[config.mk]
export PLATFORM = sky130hd
export DESIGN_NAME = mem_router
export DESIGN_NICKNAME = d
export VERILOG_FILES = /design/src/rtl/mem_pkg.sv /design/src/rtl/queue.sv /design/src/rtl/mem_router.sv
export SDC_FILE = /design/constraint.sdc
export NUM_CORES = 1
export LEC_CHECK = 0
export CAP_MARGIN = 20
export CORE_AREA = 3 3 93 95
export DETAILED_ROUTE_END_ITERATION = 8
export DIE_AREA = 0 0 96 98
export HOLD_SLACK_MARGIN = 0.12
export PLACE_DENSITY = 0.82
export SLEW_MARGIN = 20
export SYNTH_ARGS = -nofsm -noshare
export SYNTH_HDL_FRONTEND = slang
export SYNTH_SLANG_ARGS = --single-unit
export TNS_END_PERCENT = 50
[constraint.sdc]
create_clock -name clk -period 2.9 [get_ports clk]
set_clock_uncertainty 0.15 [all_clocks]
set_input_delay 0.58 -clock clk [delete_from_list [all_inputs] [get_ports clk]]
set_output_delay 0.58 -clock clk [all_outputs]
set_load 0.05 [all_outputs]
[src/rtl/mem_pkg.sv]
// -----------------------------------------------------------------------------
// mem_pkg
// Shared types for the memory bus: the master request/response payloads, the
// routing entry kept per outstanding request, the all-ones error response and
// the address-window priority decoder used by mem_router.
//
// Optional feature macro: MEM_ROUTER_DECERR_EN adds the decode-error bit to
// mem_route_entry (see mem_router).
// -----------------------------------------------------------------------------
package mem_pkg;

    localparam int MEM_ADDR_W     = 32;
    localparam int MEM_DATA_W     = 32;
    // Upper bound on router fan-out; sizes the slave index in the route queue.
    localparam int MEM_MAX_SLAVES = 16;
    localparam int MEM_IDX_W      = 4;

    typedef struct packed {
        logic [MEM_ADDR_W-1:0] addr;
        logic                  we;
        logic [MEM_DATA_W-1:0] wdata;
    } mreq;

    typedef logic [MEM_DATA_W-1:0] mresp;

    // Response returned by the router itself for an unmapped address.
    localparam mresp MEM_ROUTER_ERR_DATA = mresp'('1);

    // One entry per outstanding request: which slave owes the response.
    typedef struct packed {
`ifdef MEM_ROUTER_DECERR_EN
        logic                 err;
`endif
        logic [MEM_IDX_W-1:0] idx;
    } mem_route_entry;

    typedef struct packed {
        logic                 found;
        logic [MEM_IDX_W-1:0] idx;
    } mem_decode_t;

    // Priority decode of the per-window hit vector: lowest index wins.
    function automatic mem_decode_t mem_decode(input logic [MEM_MAX_SLAVES-1:0] hit);
        mem_decode_t r;
        r.found = 1'b0;
        r.idx   = '0;
        // Scan downwards so the last assignment is the lowest matching index.
        for (int i = MEM_MAX_SLAVES - 1; i >= 0; i--) begin
            if (hit[i]) begin
                r.found = 1'b1;
                r.idx   = MEM_IDX_W'(i);
            end
        end
        return r;
    endfunction

endpackage

[src/rtl/queue.sv]
// -----------------------------------------------------------------------------
// queue
// Generic valid/ready FIFO with optional fall-through (an empty queue presents
// the incoming entry on its output in the same cycle).
//
// Ports:
//   clk, rst               clock, asynchronous active-high reset
//   flush                  synchronous clear of all entries
//   enq_valid/ready/data   write side; ready = not full (a full queue never
//                          accepts, even if it is being read that cycle)
//   deq_valid/ready/data   read side, head entry
// -----------------------------------------------------------------------------
module queue #(
    parameter int WIDTH       = 8,
    parameter int DEPTH       = 4,
    parameter bit FALLTHROUGH = 1'b1
) (
    input  logic             clk,
    input  logic             rst,
    input  logic             flush,
    input  logic             enq_valid,
    output logic             enq_ready,
    input  logic [WIDTH-1:0] enq_data,
    output logic             deq_valid,
    input  logic             deq_ready,
    output logic [WIDTH-1:0] deq_data
);

    localparam int PTR_W = (DEPTH > 1) ? $clog2(DEPTH) : 1;
    localparam int CNT_W = $clog2(DEPTH + 1);

    logic [WIDTH-1:0] mem [DEPTH];
    logic [PTR_W-1:0] wr_ptr;
    logic [PTR_W-1:0] rd_ptr;
    logic [CNT_W-1:0] count;

    logic empty;
    logic enq_fire;
    logic deq_fire;
    logic store;
    logic pop;

    assign empty     = (count == '0);
    assign enq_ready = (count != CNT_W'(DEPTH));
    assign enq_fire  = enq_valid && enq_ready;

    generate
        if (FALLTHROUGH) begin : g_fallthrough
            assign deq_valid = !empty || enq_fire;
            assign deq_data  = empty ? enq_data : mem[rd_ptr];
        end else begin : g_registered
            assign deq_valid = !empty;
            assign deq_data  = mem[rd_ptr];
        end
    endgenerate

    assign deq_fire = deq_valid && deq_ready;
    // An entry that falls through and is consumed in the same cycle is never stored.
    assign pop      = deq_fire && !empty;
    assign store    = enq_fire && !(empty && deq_fire);

    function automatic logic [PTR_W-1:0] next_ptr(input logic [PTR_W-1:0] p);
        return (p == PTR_W'(DEPTH - 1)) ? '0 : p + 1'b1;
    endfunction

    // NOTE: sequential state uses non-blocking (<=) so every flop samples the
    // pre-edge values regardless of statement order.
    always_ff @(posedge clk or posedge rst) begin
        if (rst) begin
            wr_ptr <= '0;
            rd_ptr <= '0;
            count  <= '0;
        end else if (flush) begin
            wr_ptr <= '0;
            rd_ptr <= '0;
            count  <= '0;
        end else begin
            if (store) wr_ptr <= next_ptr(wr_ptr);
            if (pop)   rd_ptr <= next_ptr(rd_ptr);
            count <= count + CNT_W'(store) - CNT_W'(pop);
        end
    end

    // NOTE: the storage array has no reset; pointers and count define which
    // entries are live, so clearing the data would only cost reset fan-out.
    always_ff @(posedge clk) begin
        if (store) mem[wr_ptr] <= enq_data;
    end

endmodule

[src/rtl/mem_router.sv]
// -----------------------------------------------------------------------------
// mem_router
// Routes one master request/response channel to CNT slaves by address window.
// A request goes to the lowest-indexed slave with (addr & MASK[i]) == BASE[i].
// The destination of every accepted request is queued, and responses are only
// taken from the slave at the queue head, so the master sees responses in
// request order whatever the slave latencies are.
//
// Ports:
//   clk, rst                          clock, asynchronous active-high reset
//   master_req_*  (valid/ready/addr/we/wdata)   request from the master
//   master_resp_* (valid/ready/data)            in-order response to master
//   slave_req_valid[CNT], slave_req_ready[CNT]  per-slave request handshake;
//   slave_req_addr/we/wdata                     payload shared by all slaves
//   slave_resp_valid[CNT], slave_resp_ready[CNT]
//   slave_resp_data[CNT*MEM_DATA_W]             slave j at [j*MEM_DATA_W +: MEM_DATA_W]
//
// Optional feature macro: MEM_ROUTER_DECERR_EN
//   defined   - an unmapped address is accepted by the router itself and
//               answered in order with MEM_ROUTER_ERR_DATA (all ones).
//   undefined - an unmapped address goes to slave CNT-1 (default slave).
// -----------------------------------------------------------------------------
module mem_router
    import mem_pkg::*;
#(
    parameter int                    CNT         = 2,
    parameter int                    QUEUE_DEPTH = 4,
    parameter int                    ADDR_WIDTH  = 32,
    parameter logic [ADDR_WIDTH-1:0] BASE [CNT]  = '{32'h0000_0000, 32'h8000_0000},
    parameter logic [ADDR_WIDTH-1:0] MASK [CNT]  = '{32'h8000_0000, 32'h8000_0000}
) (
    input  logic                      clk,
    input  logic                      rst,

    input  logic                      master_req_valid,
    output logic                      master_req_ready,
    input  logic [ADDR_WIDTH-1:0]     master_req_addr,
    input  logic                      master_req_we,
    input  logic [MEM_DATA_W-1:0]     master_req_wdata,

    output logic                      master_resp_valid,
    input  logic                      master_resp_ready,
    output logic [MEM_DATA_W-1:0]     master_resp_data,

    output logic [CNT-1:0]            slave_req_valid,
    input  logic [CNT-1:0]            slave_req_ready,
    output logic [ADDR_WIDTH-1:0]     slave_req_addr,
    output logic                      slave_req_we,
    output logic [MEM_DATA_W-1:0]     slave_req_wdata,

    input  logic [CNT-1:0]            slave_resp_valid,
    output logic [CNT-1:0]            slave_resp_ready,
    input  logic [CNT*MEM_DATA_W-1:0] slave_resp_data
);

    // ---------------------------------------------------------------- decode
    logic [MEM_MAX_SLAVES-1:0] hit;
    mem_decode_t               dec;
    logic [MEM_IDX_W-1:0]      sel;
    logic                      route_err;

    // NOTE: every always_comb output gets a default first, so no path can
    // leave it unassigned and infer a latch.
    always_comb begin
        hit = '0;
        for (int i = 0; i < CNT; i++) begin
            hit[i] = ((master_req_addr & MASK[i]) == BASE[i]);
        end
    end

    assign dec = mem_decode(hit);

`ifdef MEM_ROUTER_DECERR_EN
    assign route_err = !dec.found;
    assign sel       = dec.found ? dec.idx : '0;
`else
    assign route_err = 1'b0;
    assign sel       = dec.found ? dec.idx : MEM_IDX_W'(CNT - 1);
`endif

    // ----------------------------------------------------------- route queue
    mem_route_entry enq_entry;
    mem_route_entry head;
    logic           q_enq_valid;
    logic           q_enq_ready;
    logic           head_valid;
    logic           q_deq_ready;

    queue #(
        .WIDTH       ($bits(mem_route_entry)),
        .DEPTH       (QUEUE_DEPTH),
        .FALLTHROUGH (1'b1)
    ) u_route_q (
        .clk       (clk),
        .rst       (rst),
        .flush     (1'b0),
        .enq_valid (q_enq_valid),
        .enq_ready (q_enq_ready),
        .enq_data  (enq_entry),
        .deq_valid (head_valid),
        .deq_ready (q_deq_ready),
        .deq_data  (head)
    );

    // ---------------------------------------------------------- request path
    logic enq_ok;
    logic sel_ready;

    // The queue reads as empty (ready) during reset, so gate it explicitly.
    assign enq_ok = q_enq_ready && !rst;

    always_comb begin
        sel_ready = 1'b0;
        for (int j = 0; j < CNT; j++) begin
            if (sel == MEM_IDX_W'(j)) sel_ready = slave_req_ready[j];
        end
    end

    always_comb begin
        slave_req_valid = '0;
        for (int j = 0; j < CNT; j++) begin
            slave_req_valid[j] = master_req_valid && enq_ok && !route_err &&
                                 (sel == MEM_IDX_W'(j));
        end
    end

    // A decode error is absorbed by the router, so no slave ready is needed.
    assign master_req_ready = enq_ok && (route_err || sel_ready);
    assign q_enq_valid      = master_req_valid && master_req_ready;

    assign enq_entry.idx = sel;
`ifdef MEM_ROUTER_DECERR_EN
    assign enq_entry.err = route_err;
`endif

    assign slave_req_addr  = master_req_addr;
    assign slave_req_we    = master_req_we;
    assign slave_req_wdata = master_req_wdata;

    // --------------------------------------------------------- response path
    logic                  head_err;
    logic                  head_resp_valid;
    logic [MEM_DATA_W-1:0] head_resp_data;

`ifdef MEM_ROUTER_DECERR_EN
    assign head_err = head.err;
`else
    assign head_err = 1'b0;
`endif

    always_comb begin
        head_resp_valid = 1'b0;
        head_resp_data  = '0;
        for (int j = 0; j < CNT; j++) begin
            if (head.idx == MEM_IDX_W'(j)) begin
                head_resp_valid = slave_resp_valid[j];
                head_resp_data  = slave_resp_data[j*MEM_DATA_W +: MEM_DATA_W];
            end
        end
    end

    assign master_resp_valid = head_valid && (head_err || head_resp_valid);
    assign master_resp_data  = head_err ? MEM_ROUTER_ERR_DATA : head_resp_data;

    // Only the head's slave is ever acknowledged; others are stalled, not dropped.
    always_comb begin
        slave_resp_ready = '0;
        for (int j = 0; j < CNT; j++) begin
            slave_resp_ready[j] = master_resp_ready && head_valid && !head_err &&
                                  !rst && (head.idx == MEM_IDX_W'(j));
        end
    end

    // Pop exactly on the master response handshake.
    assign q_deq_ready = master_resp_ready && (head_err || head_resp_valid);

endmodule

==> reports/metrics.sh <==
IR_DROP_V=0.000500
GLOBAL_ROUTE_WIRE_LENGTH_BEFORE_REPAIR_UM=7130
WIRE_PER_INST_UM=16.3
FINAL-SEQ-AREA_UM2=295
TIMING.CRITICAL_PATH.ARRIVAL_PS=2850
ASYNC_SET_OR_RESET_REGISTER_RATIO_AFTER_SYNTHESIS_PCT=63.6
ANTENNA_FOUND_INITIAL=0
SYNTHESIS.AREA_UM2=1630
START_UTIL_PCT=20.8
MAX-CLOCK-PATH-BUFFERS=2
WEIGHTED_CONGESTION_REPORTED_AT_THE_END_OF_ROUTABILITY_DRIVEN_PLACEMENT=0.800
TIMING.FINAL.MAX_SLEW_VIOLATIONS=0
DR.MAX_LAYER_USED='met4'
FMAX_MHz=346
FINAL_LAYOUT_SIZE_SUFFIX_GT1_SHARE_PCT=49.1
DIE_H_UM=98
GROUTE.USAGE.OVERALL_PCT=9.62
END_KIND='flip-flop'
CTS-HTREE-LEVELS=1
DRT_ITER0_MARKERS=6
MET3_WIRELENGTH_UM=726
ROUTE.LAYER.MET1.WL_UM=1970
TOTAL_PLACED_CELLS_INCLUDING_TAP_CELLS=313
TRITONCTS='yes'
FLOORPLAN.IO_PINS=240
FINAL_CELL_MIX='sky130_fd_sc_hd__clkdlybuf4s50_1 (68), sky130_fd_sc_hd__mux2_4 (25), sky130_fd_sc_hd__buf_8 (21)'
MULTI_INPUT_AREA_UM2=886
FIN_UTIL_PCT=36.9
VIAS=1334
POWER.STATIC_LEAKAGE_nW=1.29
CLK_PIN_SLEW_PS=50
N_ANTENNA_CELL=0
GRT_START_MAX_NET_PINS=17
REPORT.FINAL.HOLD_VIOL_COUNT=0
MAX-CAP-VIOLATIONS=0
FIRSTDRTPASSITERS=4
LAYOUT_WORST_PATH_CYCLE_SHARE_PCT=99.5
NUMBER_OF_SYNTHESIZED_FLOPS_WITH_AN_ENABLE_PIN=4
DRT.ANTENNA.VIOLATING_NETS=0
CP.REQUIRED_PS=2860
SLEW_HEADROOM_PCT=84.8
FINISH.CELL_COUNT_WITHOUT_FILLERS=324
NETLIST_INSTANCES=159
SYNTH_CELL_TYPE_COUNT=27
MOSTFREQUENTLAYOUTCELL='sky130_fd_sc_hd__clkdlybuf4s50_1'
INSERTION_DELAY_PS=230
SETUP_REPAIR_AFTER_GLOBAL_ROUTING_MISSED_ITS_MARGIN='yes'
TRITONCTS.NUM_BUFFERS=3
NFILLCELLS=741
CRIT_PATH_MAX_FANOUT=2
VIAS_IN_THE_FIRST_GLOBAL_ROUTE=1422
HP-CLASS='reg -> reg'
WORST_SLEW_PIN_SLEW_PS=221
SYNTHFLOPTYPE='sky130_fd_sc_hd__dfrtp_1'
HORIZONTAL_EXTENT_OF_THE_DIE_UM=96
PLACEMENT.IO_BUFFERS=111
POSTSYNTHREGISTERBITS=11
STARTPOINT_TYPE_OF_THE_WORST_SETUP_PATH='flip-flop'
DRC=0
DETAIL_ROUTE.VIAS_PER_CELL=4.12
POSTSYNTHNETCOUNT=304
TIMING.SETUP.CRITICAL_PATH_CLASS='reg -> reg'
HPWL_UM=3730
YS_SEQ_AREA_SHARE_PCT=18.2
FLOW.AREA_GROWTH_FROM_SYNTHESIS_PCT=77.0
FP.COREAREA_UM2=7810
STATUS='finished, final reports clean'
TRITONCTS_NUM_SINKS=11
DETAILROUTE.WIRELENGTH.MET2_UM=2470
NETS=368
POSTSYNTHAREAPERCELL_UM2=10.2
ROUTE.FINAL.WIRE_LENGTH_UM=5280
SYNTH-WARNING-COUNT=0
CLOCK_TREE.ROOT_CELL='sky130_fd_sc_hd__clkbuf_8'
MIN_PERIOD_PS=2890
GLOBALROUTE.TOTALOVERFLOW=0
POWER_PER_CELL_AREA_nW_PER_UM2=1070
FINALSETUPVIOLATIONS=0
DIE_AREA_UM2=9410
NUMBER_OF_CORE_ROWS=32
==> what timing repair did <==
action                     in CTS  in global routing
hold buffers                    0                  0
pin swaps                       1                  3
resized for setup              56                 36
cloned                          2                  1
setup endpoints to repair      35                 29
buffers inserted                3                  1
hold endpoints to repair        0                  0
==> power by group <==
part / total [W] / switching (W) / internal [W]
registers: 0.000286 / 0.0000668 / 0.000219
logic: 0.00263 / 0.00131 / 0.00133
clock network: 0.000150 / 0.0000542 / 0.0000962
==> final cells by class <==
type | count | share of cell area (%)
repair buffers | 127 | 51.9
multi-input cells | 72 | 30.8
flip-flops and latches | 11 | 10.3
well taps | 102 | 4.43
clock buffers | 4 | 1.56
inverters | 8 | 1.04
==> cells by family (layout without fill, tap and decap cells) <==
logic type / after synthesis / in the layout / synth area share [%]
muxes: 41 / 41 / 30.1
xor gates and xnor gates: 2 / 2 / 1.08
DFF: 11 / 11 / 18.2
AOI/OAI and AO/OA: 6 / 6 / 3.62
buffers and inverters: 76 / 139 / 33.9
and+or+nand+nor: 15 / 15 / 6.54
adders and majority gates: 8 / 8 / 6.62
==> metal layers <==
layer / track usage [%] / vias to the layer above
li1: - / 597
met1: 10.9 / 611
met2: 15.2 / 108
met3: 4.47 / 18
met4: 4.27 / 0
met5: 0 / -
==> synth_stat cells, types with 2 or more instances <==
master	count	area share [%]
sky130_fd_sc_hd__mux2_4	2	1.8
sky130_fd_sc_hd__dfrtp_1	7	11
sky130_fd_sc_hd__a21oi_1	2	0.62
sky130_fd_sc_hd__buf_6	3	2.1
sky130_fd_sc_hd__mux2_2	31	21
sky130_fd_sc_hd__ha_1	7	5.4
sky130_fd_sc_hd__xnor2_1	2	1.1
sky130_fd_sc_hd__inv_1	8	1.8
sky130_fd_sc_hd__nor2_1	4	0.92
sky130_fd_sc_hd__mux2i_1	2	1.2
sky130_fd_sc_hd__mux2_1	4	2.8
sky130_fd_sc_hd__and3_1	2	0.77
sky130_fd_sc_hd__edfxtp_1	4	7.4
sky130_fd_sc_hd__and2_2	4	1.8
sky130_fd_sc_hd__buf_4	65	30
==> metrics by stage <==
| stage | hold slack [ps] | total power (W) | TNS (ps) | setup WS (ps) | cell area [µm²] |
|---|---|---|---|---|---|
| 5_1_grt | 430 | 0.00323 | -853 | -84.4 | 2880 |
| 3_3_place_gp | 387 | 0.00221 | -2440 | -132 | 2390 |
| 6_report | 413 | 0.00307 | 0 | 13.8 | 2880 |
| 2_1_floorplan | 244 | 0.00190 | 0 | 216 | 1630 |
| 4_1_cts | 413 | 0.00284 | -82.0 | -8.98 | 2710 |
| 3_5_place_dp | 403 | 0.00224 | -2890 | -154 | 2390 |
==> flip-flops by register name (all words and copies together), names as in the netlist <==
name and count:
u_route_q.rd_ptr 2, u_route_q.mem 4, u_route_q.count 3, u_route_q.wr_ptr 2
==> worst paths after layout <==
path                                            startpoint                               to  slack [ps]  depth (start not counted)
setup / recovery           u_route_q.rd_ptr[0]$_DFFE_PP0P_     u_route_q.count[2]$_DFF_PP0_          10                         11
hold / removal             u_route_q.rd_ptr[1]$_DFFE_PP0P_  u_route_q.rd_ptr[1]$_DFFE_PP0P_         410                          1
setup reg to reg           u_route_q.rd_ptr[0]$_DFFE_PP0P_     u_route_q.count[2]$_DFF_PP0_          10                         11
hold reg to reg            u_route_q.rd_ptr[1]$_DFFE_PP0P_  u_route_q.rd_ptr[1]$_DFFE_PP0P_         410                          1
max in group asynchronous                              rst  u_route_q.rd_ptr[0]$_DFFE_PP0P_        1890                          3
min in group asynchronous                              rst     u_route_q.count[1]$_DFF_PP0_         590                          3
==> critical path: stages (launching register included) <==
cell	delay (ps)
sky130_fd_sc_hd__dfrtp_1	360
sky130_fd_sc_hd__mux4_2	560
sky130_fd_sc_hd__buf_4	160
sky130_fd_sc_hd__mux2i_1	120
sky130_fd_sc_hd__nor3b_2	260
sky130_fd_sc_hd__ha_1	280
sky130_fd_sc_hd__inv_1	60
sky130_fd_sc_hd__ha_1	130
sky130_fd_sc_hd__inv_1	40
sky130_fd_sc_hd__fa_1	370
sky130_fd_sc_hd__xnor2_1	150
sky130_fd_sc_hd__xnor2_1	130
No activity file was read; power rests on OpenSTA's default activity.
